**src/rtl/exception_unit_if.sv**
```systemverilog
// exception_unit_if: pipeline-to-exception-unit bundle; master = pipeline side (codes, pcs, lock, resume in), slave = unit side (lock, core reset, trap record out)
interface exception_unit_if #(
  parameter int NUM_SRC = 3,
  parameter int EXC_LEN = 4,
  parameter int XLEN = 32,
  parameter int SRC_W = 2
);
  logic [NUM_SRC*EXC_LEN-1:0] exc_in;
  logic [NUM_SRC*XLEN-1:0] pc_in;
  logic [NUM_SRC-1:0] lock_req_in;
  logic resume_in;
  logic exec_lock_out;
  logic core_rst_out;
  logic [EXC_LEN-1:0] cause_out;
  logic [XLEN-1:0] epc_out;
  logic [SRC_W-1:0] src_out;
  logic trap_valid_out;
  logic halted_out;
  modport master (
    output exc_in, pc_in, lock_req_in, resume_in,
    input exec_lock_out, core_rst_out, cause_out, epc_out, src_out, trap_valid_out, halted_out
  );
  modport slave (
    input exc_in, pc_in, lock_req_in, resume_in,
    output exec_lock_out, core_rst_out, cause_out, epc_out, src_out, trap_valid_out, halted_out
  );
endinterface

```
**src/rtl/exception_unit.sv**
```systemverilog
// exception_unit: priority exception capture with RUN/HALT/FLUSH control; ports clk, rst, bus (exception_unit_if.slave: exc/pc/lock/resume in, lock/core reset/cause/epc/src/trap/halted out)
module exception_unit #(
  parameter int NUM_SRC = 3,
  parameter int EXC_LEN = 4,
  parameter int XLEN = 32,
  parameter int EXC_OK = 0,
  parameter int EXC_BREAK = 1,
  parameter int RESET_HOLD = 2,
  parameter int SRC_W = 2
) (
  input logic clk,
  input logic rst,
  exception_unit_if.slave bus
);
  localparam int CNT_W = $clog2(RESET_HOLD + 1);
  typedef enum logic [1:0] {RUN, HALT, FLUSH} state_t;
  state_t state, state_n;
  logic [CNT_W-1:0] cnt, cnt_n;
  logic hit, capture;
  logic [SRC_W-1:0] sel;
  logic [EXC_LEN-1:0] sel_code;
  logic [XLEN-1:0] sel_pc;
  always_comb begin
    hit = 1'b0;
    sel = '0;
    sel_code = EXC_LEN'(EXC_OK);
    sel_pc = '0;
    for (int i = NUM_SRC - 1; i >= 0; i--)
      if (bus.exc_in[i*EXC_LEN +: EXC_LEN] != EXC_LEN'(EXC_OK)) begin
        hit = 1'b1;
        sel = SRC_W'(i);
        sel_code = bus.exc_in[i*EXC_LEN +: EXC_LEN];
        sel_pc = bus.pc_in[i*XLEN +: XLEN];
      end
  end
  assign capture = (state == RUN) && hit;
  always_comb begin
    state_n = state;
    cnt_n = cnt;
    case (state)
      RUN:
        if (hit) begin
          state_n = (sel_code == EXC_LEN'(EXC_BREAK)) ? HALT : FLUSH;
          cnt_n = CNT_W'(RESET_HOLD);
        end
      HALT: state_n = bus.resume_in ? RUN : HALT;
      FLUSH: begin
        cnt_n = cnt - 1'b1;
        state_n = (cnt <= CNT_W'(1)) ? RUN : FLUSH;
      end
      default: state_n = RUN;
    endcase
  end
  always_ff @(posedge clk) begin
    if (rst) begin
      state <= RUN;
      cnt <= '0;
      bus.cause_out <= EXC_LEN'(EXC_OK);
      bus.epc_out <= '0;
      bus.src_out <= '0;
      bus.trap_valid_out <= 1'b0;
    end else begin
      state <= state_n;
      cnt <= cnt_n;
      bus.trap_valid_out <= capture;
      if (capture) begin
        bus.cause_out <= sel_code;
        bus.epc_out <= sel_pc;
        bus.src_out <= sel;
      end
    end
  end
  assign bus.exec_lock_out = (state != RUN) || (|bus.lock_req_in) || hit;
  assign bus.core_rst_out = rst || (state == FLUSH);
  assign bus.halted_out = (state == HALT);
endmodule

```
**src/flat_wrapper.sv**
```systemverilog
// flat-port wrapper written by rule: the top's interface ports become plain ports
module exception_unit_flat 
#(
  parameter int NUM_SRC = 3,
  parameter int EXC_LEN = 4,
  parameter int XLEN = 32,
  parameter int EXC_OK = 0,
  parameter int EXC_BREAK = 1,
  parameter int RESET_HOLD = 2,
  parameter int SRC_W = 2
)
  (clk, rst, bus_exc_in, bus_pc_in, bus_lock_req_in, bus_resume_in, bus_exec_lock_out, bus_core_rst_out, bus_cause_out, bus_epc_out, bus_src_out, bus_trap_valid_out, bus_halted_out);
  exception_unit_if #(.NUM_SRC(NUM_SRC), .EXC_LEN(EXC_LEN), .XLEN(XLEN), .SRC_W(SRC_W)) bus_i ();
  input logic clk;
  input logic rst;
  input wire logic [$bits(bus_i.exc_in)-1:0] bus_exc_in;
  input wire logic [$bits(bus_i.pc_in)-1:0] bus_pc_in;
  input wire logic [$bits(bus_i.lock_req_in)-1:0] bus_lock_req_in;
  input wire logic [$bits(bus_i.resume_in)-1:0] bus_resume_in;
  output wire logic [$bits(bus_i.exec_lock_out)-1:0] bus_exec_lock_out;
  output wire logic [$bits(bus_i.core_rst_out)-1:0] bus_core_rst_out;
  output wire logic [$bits(bus_i.cause_out)-1:0] bus_cause_out;
  output wire logic [$bits(bus_i.epc_out)-1:0] bus_epc_out;
  output wire logic [$bits(bus_i.src_out)-1:0] bus_src_out;
  output wire logic [$bits(bus_i.trap_valid_out)-1:0] bus_trap_valid_out;
  output wire logic [$bits(bus_i.halted_out)-1:0] bus_halted_out;
  assign bus_i.exc_in = bus_exc_in;
  assign bus_i.pc_in = bus_pc_in;
  assign bus_i.lock_req_in = bus_lock_req_in;
  assign bus_i.resume_in = bus_resume_in;
  assign bus_exec_lock_out = bus_i.exec_lock_out;
  assign bus_core_rst_out = bus_i.core_rst_out;
  assign bus_cause_out = bus_i.cause_out;
  assign bus_epc_out = bus_i.epc_out;
  assign bus_src_out = bus_i.src_out;
  assign bus_trap_valid_out = bus_i.trap_valid_out;
  assign bus_halted_out = bus_i.halted_out;
  exception_unit #(.NUM_SRC(NUM_SRC), .EXC_LEN(EXC_LEN), .XLEN(XLEN), .EXC_OK(EXC_OK), .EXC_BREAK(EXC_BREAK), .RESET_HOLD(RESET_HOLD), .SRC_W(SRC_W)) u_core (.clk(clk), .rst(rst), .bus(bus_i));
endmodule
```
**config.mk**
```make
export PLATFORM = sky130hd
export DESIGN_NAME = exception_unit_flat
export DESIGN_NICKNAME = d
export VERILOG_FILES = /design/src/rtl/exception_unit_if.sv /design/src/rtl/exception_unit.sv /design/src/flat_wrapper.sv
export SDC_FILE = /design/constraint.sdc
export NUM_CORES = 1
export LEC_CHECK = 0
export CAP_MARGIN = 10
export CORE_UTILIZATION = 37
export CTS_BUF_LIST = sky130_fd_sc_hd__clkbuf_16
export DETAILED_ROUTE_END_ITERATION = 10
export PLACE_DENSITY = 0.8
export SLEW_MARGIN = 25
export SYNTH_ARGS = -nofsm -noshare
export SYNTH_HDL_FRONTEND = slang
export SYNTH_SLANG_ARGS = --single-unit
```
**constraint.sdc**
```tcl
create_clock -name clk -period 2.4 [get_ports clk]
set_clock_uncertainty 0.2 [all_clocks]
set_input_delay 0.24 -clock clk [delete_from_list [all_inputs] [get_ports clk]]
set_output_delay 0.24 -clock clk [all_outputs]
set_load 0.01 [all_outputs]
```
==> results of run 1 <==
## cell usage after synthesis (4+ instances only)
master	instances	share of area (%)
a21o_1	5	1.6
nor2_1	43	6.7
o32ai_1	12	4.4
buf_6	6	2.8
a211oi_1	5	1.6
nor3_1	12	2.5
inv_1	34	5.3
o32ai_2	20	13
dfxtp_1	43	36
clkbuf_1	10	1.6
buf_2	4	0.83
a221oi_1	32	12
## registers in the layout, summed over array words and instances, names as in the netlist
register / count
u_core.bus.cause_out: 4
u_core.bus.epc_out: 32
u_core.cnt: 2
u_core.state: 2
u_core.bus.trap_valid_out: 1
u_core.bus.src_out: 2
## metrics by stage
| step | hold slack (ns) | setup TNS, ns | power [mW] | cells | util [%] |
|---|---|---|---|---|---|
| 5_1_grt | 0.277 | 0 | 2.41 | 507 | 68.5 |
| 3_3_place_gp | 0.240 | -4.14 | 1.56 | 500 | 65.9 |
| 4_1_cts | 0.256 | 0 | 2.32 | 507 | 68.5 |
| 2_1_floorplan | 0.229 | 0 | 1.16 | 259 | - |
| 3_5_place_dp | 0.247 | -4.97 | 1.57 | 500 | 65.9 |
| 6_report | 0.256 | 0 | 2.30 | 507 | 68.5 |
## path summary, 6_finish.rpt
| kind | slack [ns] | cells after the start | endpoint |
|---|---|---|---|
| worst max-delay path | 0.15 | 5 | bus_exec_lock_out |
| worst min-delay path | 0.26 | 2 | u_core.bus.epc_out[30]$_SDFFE_PP0P_ |
| worst min register to register | 0.26 | 2 | u_core.bus.epc_out[30]$_SDFFE_PP0P_ |
| worst max register to register | 0.72 | 6 | u_core.bus.epc_out[27]$_SDFFE_PP0P_ |
## layer usage
metal	routed length (um)	share of wire [%]
met4	162	2.0
met5	0	0
met2	4040	50
met1	3190	40
met3	620	7.7
## area by class of cell
cell class / instances / area share [%]
clock inverter: 2 / 0.781
clock buffer: 5 / 2.89
inverter: 35 / 3.04
tap: 77 / 2.23
timing repair buffer: 187 / 41.9
multi-input combinational: 158 / 29.2
sequential: 43 / 19.9
## layout by cell type, fill, tap and decap left out, drive strengths merged, types with 2 or more instances in the layout
| cell type | Yosys | layout |
|---|---|---|
| clkdlybuf4s50 | 0 | 154 |
| nor2 | 44 | 44 |
| dfxtp | 43 | 43 |
| inv | 35 | 36 |
| a221oi | 32 | 32 |
| buf | 13 | 32 |
| o32ai | 32 | 32 |
| nor3 | 12 | 12 |
| a21o | 5 | 5 |
| a211oi | 5 | 5 |
| clkbuf | 10 | 5 |
| or4 | 4 | 4 |
| nand2b | 4 | 4 |
| o21ai | 3 | 3 |
| nor4 | 3 | 3 |
| nor2b | 2 | 2 |
| a21oi | 2 | 2 |
## worst min-delay path, stage by stage (launching register included)
cell and delay (ns):
dfxtp_1 0.31, inv_1 0.05, o32ai_1 0.05
## power by group through the flow
stage	Clock [mW]	Sequential [mW]	Combinational [mW]
6_report	0.740	0.837	0.722
5_1_grt	0.790	0.844	0.773
4_1_cts	0.758	0.836	0.726
3_5_place_dp	0	0.850	0.722
3_3_place_gp	0	0.847	0.709
2_1_floorplan	0	0.880	0.280
## kinds of logic after synthesis
logic type                 count (synthesis)  share of synthesized area [%]
muxes                                      1                          0.466
and+or+nand+nor                           72                           14.3
AOI/OAI and AO/OA                         84                           36.1
DFF                                       43                           35.6
buffers and inverters                     58                           12.9
adders and majority gates                  1                          0.518
==> results.tsv, run 1 <==
metric	value	unit
status	complete, no violations	
grt_first_pass_wirelength	13000	um
comb_power_share	31.4	%
cts_resized	4	
drt-total-wl	8010	um
preCtsSetupSlack	-0.197	ns
synthArstFlopShare	0	%
postLayoutCellArea	4330	um2
slew_headroom	68.1	%
drv_slew	0	
core_area	6310	um2
post_cts_buffers	0	
drc	0	
intPower	1.72	mW
cts_sinks	43	
grt_pass1_vias	2780	
fillers	528	
max_freq	445	MHz
hp-class	flop to flop	
pwr-share-clk	32.2	%
rows	29	
clkLatencyLatePin	0.27	ns
cellLeakagePower	1.63	nW
syn_area	2420	um2
worst_setup_path_start_kind	primary input	
gr-usage-met1	26.1	%
h-tree-depth	2	
power_frac_seq	36.4	%
crit_chain	clkdlybuf4s50_1, or4_4, nor3_2, nand3_1, dlygate4sd2_1	
grt_max_degree	34	
synth_cell_type_count	35	
critPathTopFamily	simple AND/OR/NAND/NOR gates	
syn_to_final_growth	79.1	%
multi_input_area	1260	um2
clockRootBuffer	clkbuf_16	
synth-seq-cells	43	
ant_nets	0	
synth_nets	374	
syn_area_per_cell	9.33	um2
crit_fanout	5	
required	1.96	ns
dp_hpwl	6060	um
antenna_found_initial	0	
layout_setup_ws	0.154	ns
crit_arrival	1.81	ns
drt_iter0_drc	87	
ys_seq_area_share	35.6	%
place.gp.congestion	0.908	
syn_inst	259	
hp-start	u_core.bus.epc_out[30]$_SDFFE_PP0P_	
seq_area	861	um2
clk_pin_slew_worst_paths	0.06	ns
die_area	6860	um2
start_util	38.3	%
ys.warnings.count	0	
pin_count	156	
dieHeight	82.8	um
tritoncts	yes	
grt-ovfl-total	0	
rsz0062_at_grt	no	
critPathKind	primary input to output pin	
vias_per_cell	5.51	
ctsHoldBuffers	0	
worstMarginPinSlew	0.474	ns
vias	2792	
path_buf_inv	2	
nets	545	
finalHoldViolCount	0	
diodes	0	
fin_crit_sh	93.6	%
grt_usage	23.0	%
dpl-instance-area	4160	um2
synthFlopType	dfxtp_1	
finalSetupViolCount	0	
cp-end-kind	output pin	
timing.rr.start	u_core.state[1]$_SDFFE_PP0P_	
max_stage_delay	0.58	ns
use_met2	42.1	%
peakVddDrop	0.405	mV
swShare	25.2	%
wire_per_inst	15.8	um
drv_cap	0	
cp-startpoint	bus_exc_in[4]	
fin_crit	2.25	ns
cts_buffers	5	
grt_util_met3	6.26	%
cts.path.max_buffers	2	
die_width	82.8	um
power_density	531	nW/um2
synth_edf_count	0	
busiest_layer	met2	
drive_gt1_share	16.3	%
power_switching	579	uW
firstDrtPassIters	4	
numPortBuffers	155	
crit_slowest_cell	or4_4	
No activity file was read; power rests on OpenSTA's default activity.
==> run 2, diff against run 1 <==
SKIP_LAST_GASP = 1   (was unset)
==> results of run 2 <==
Same layout as run 1: the final DEF is identical, and so are final timing and power.
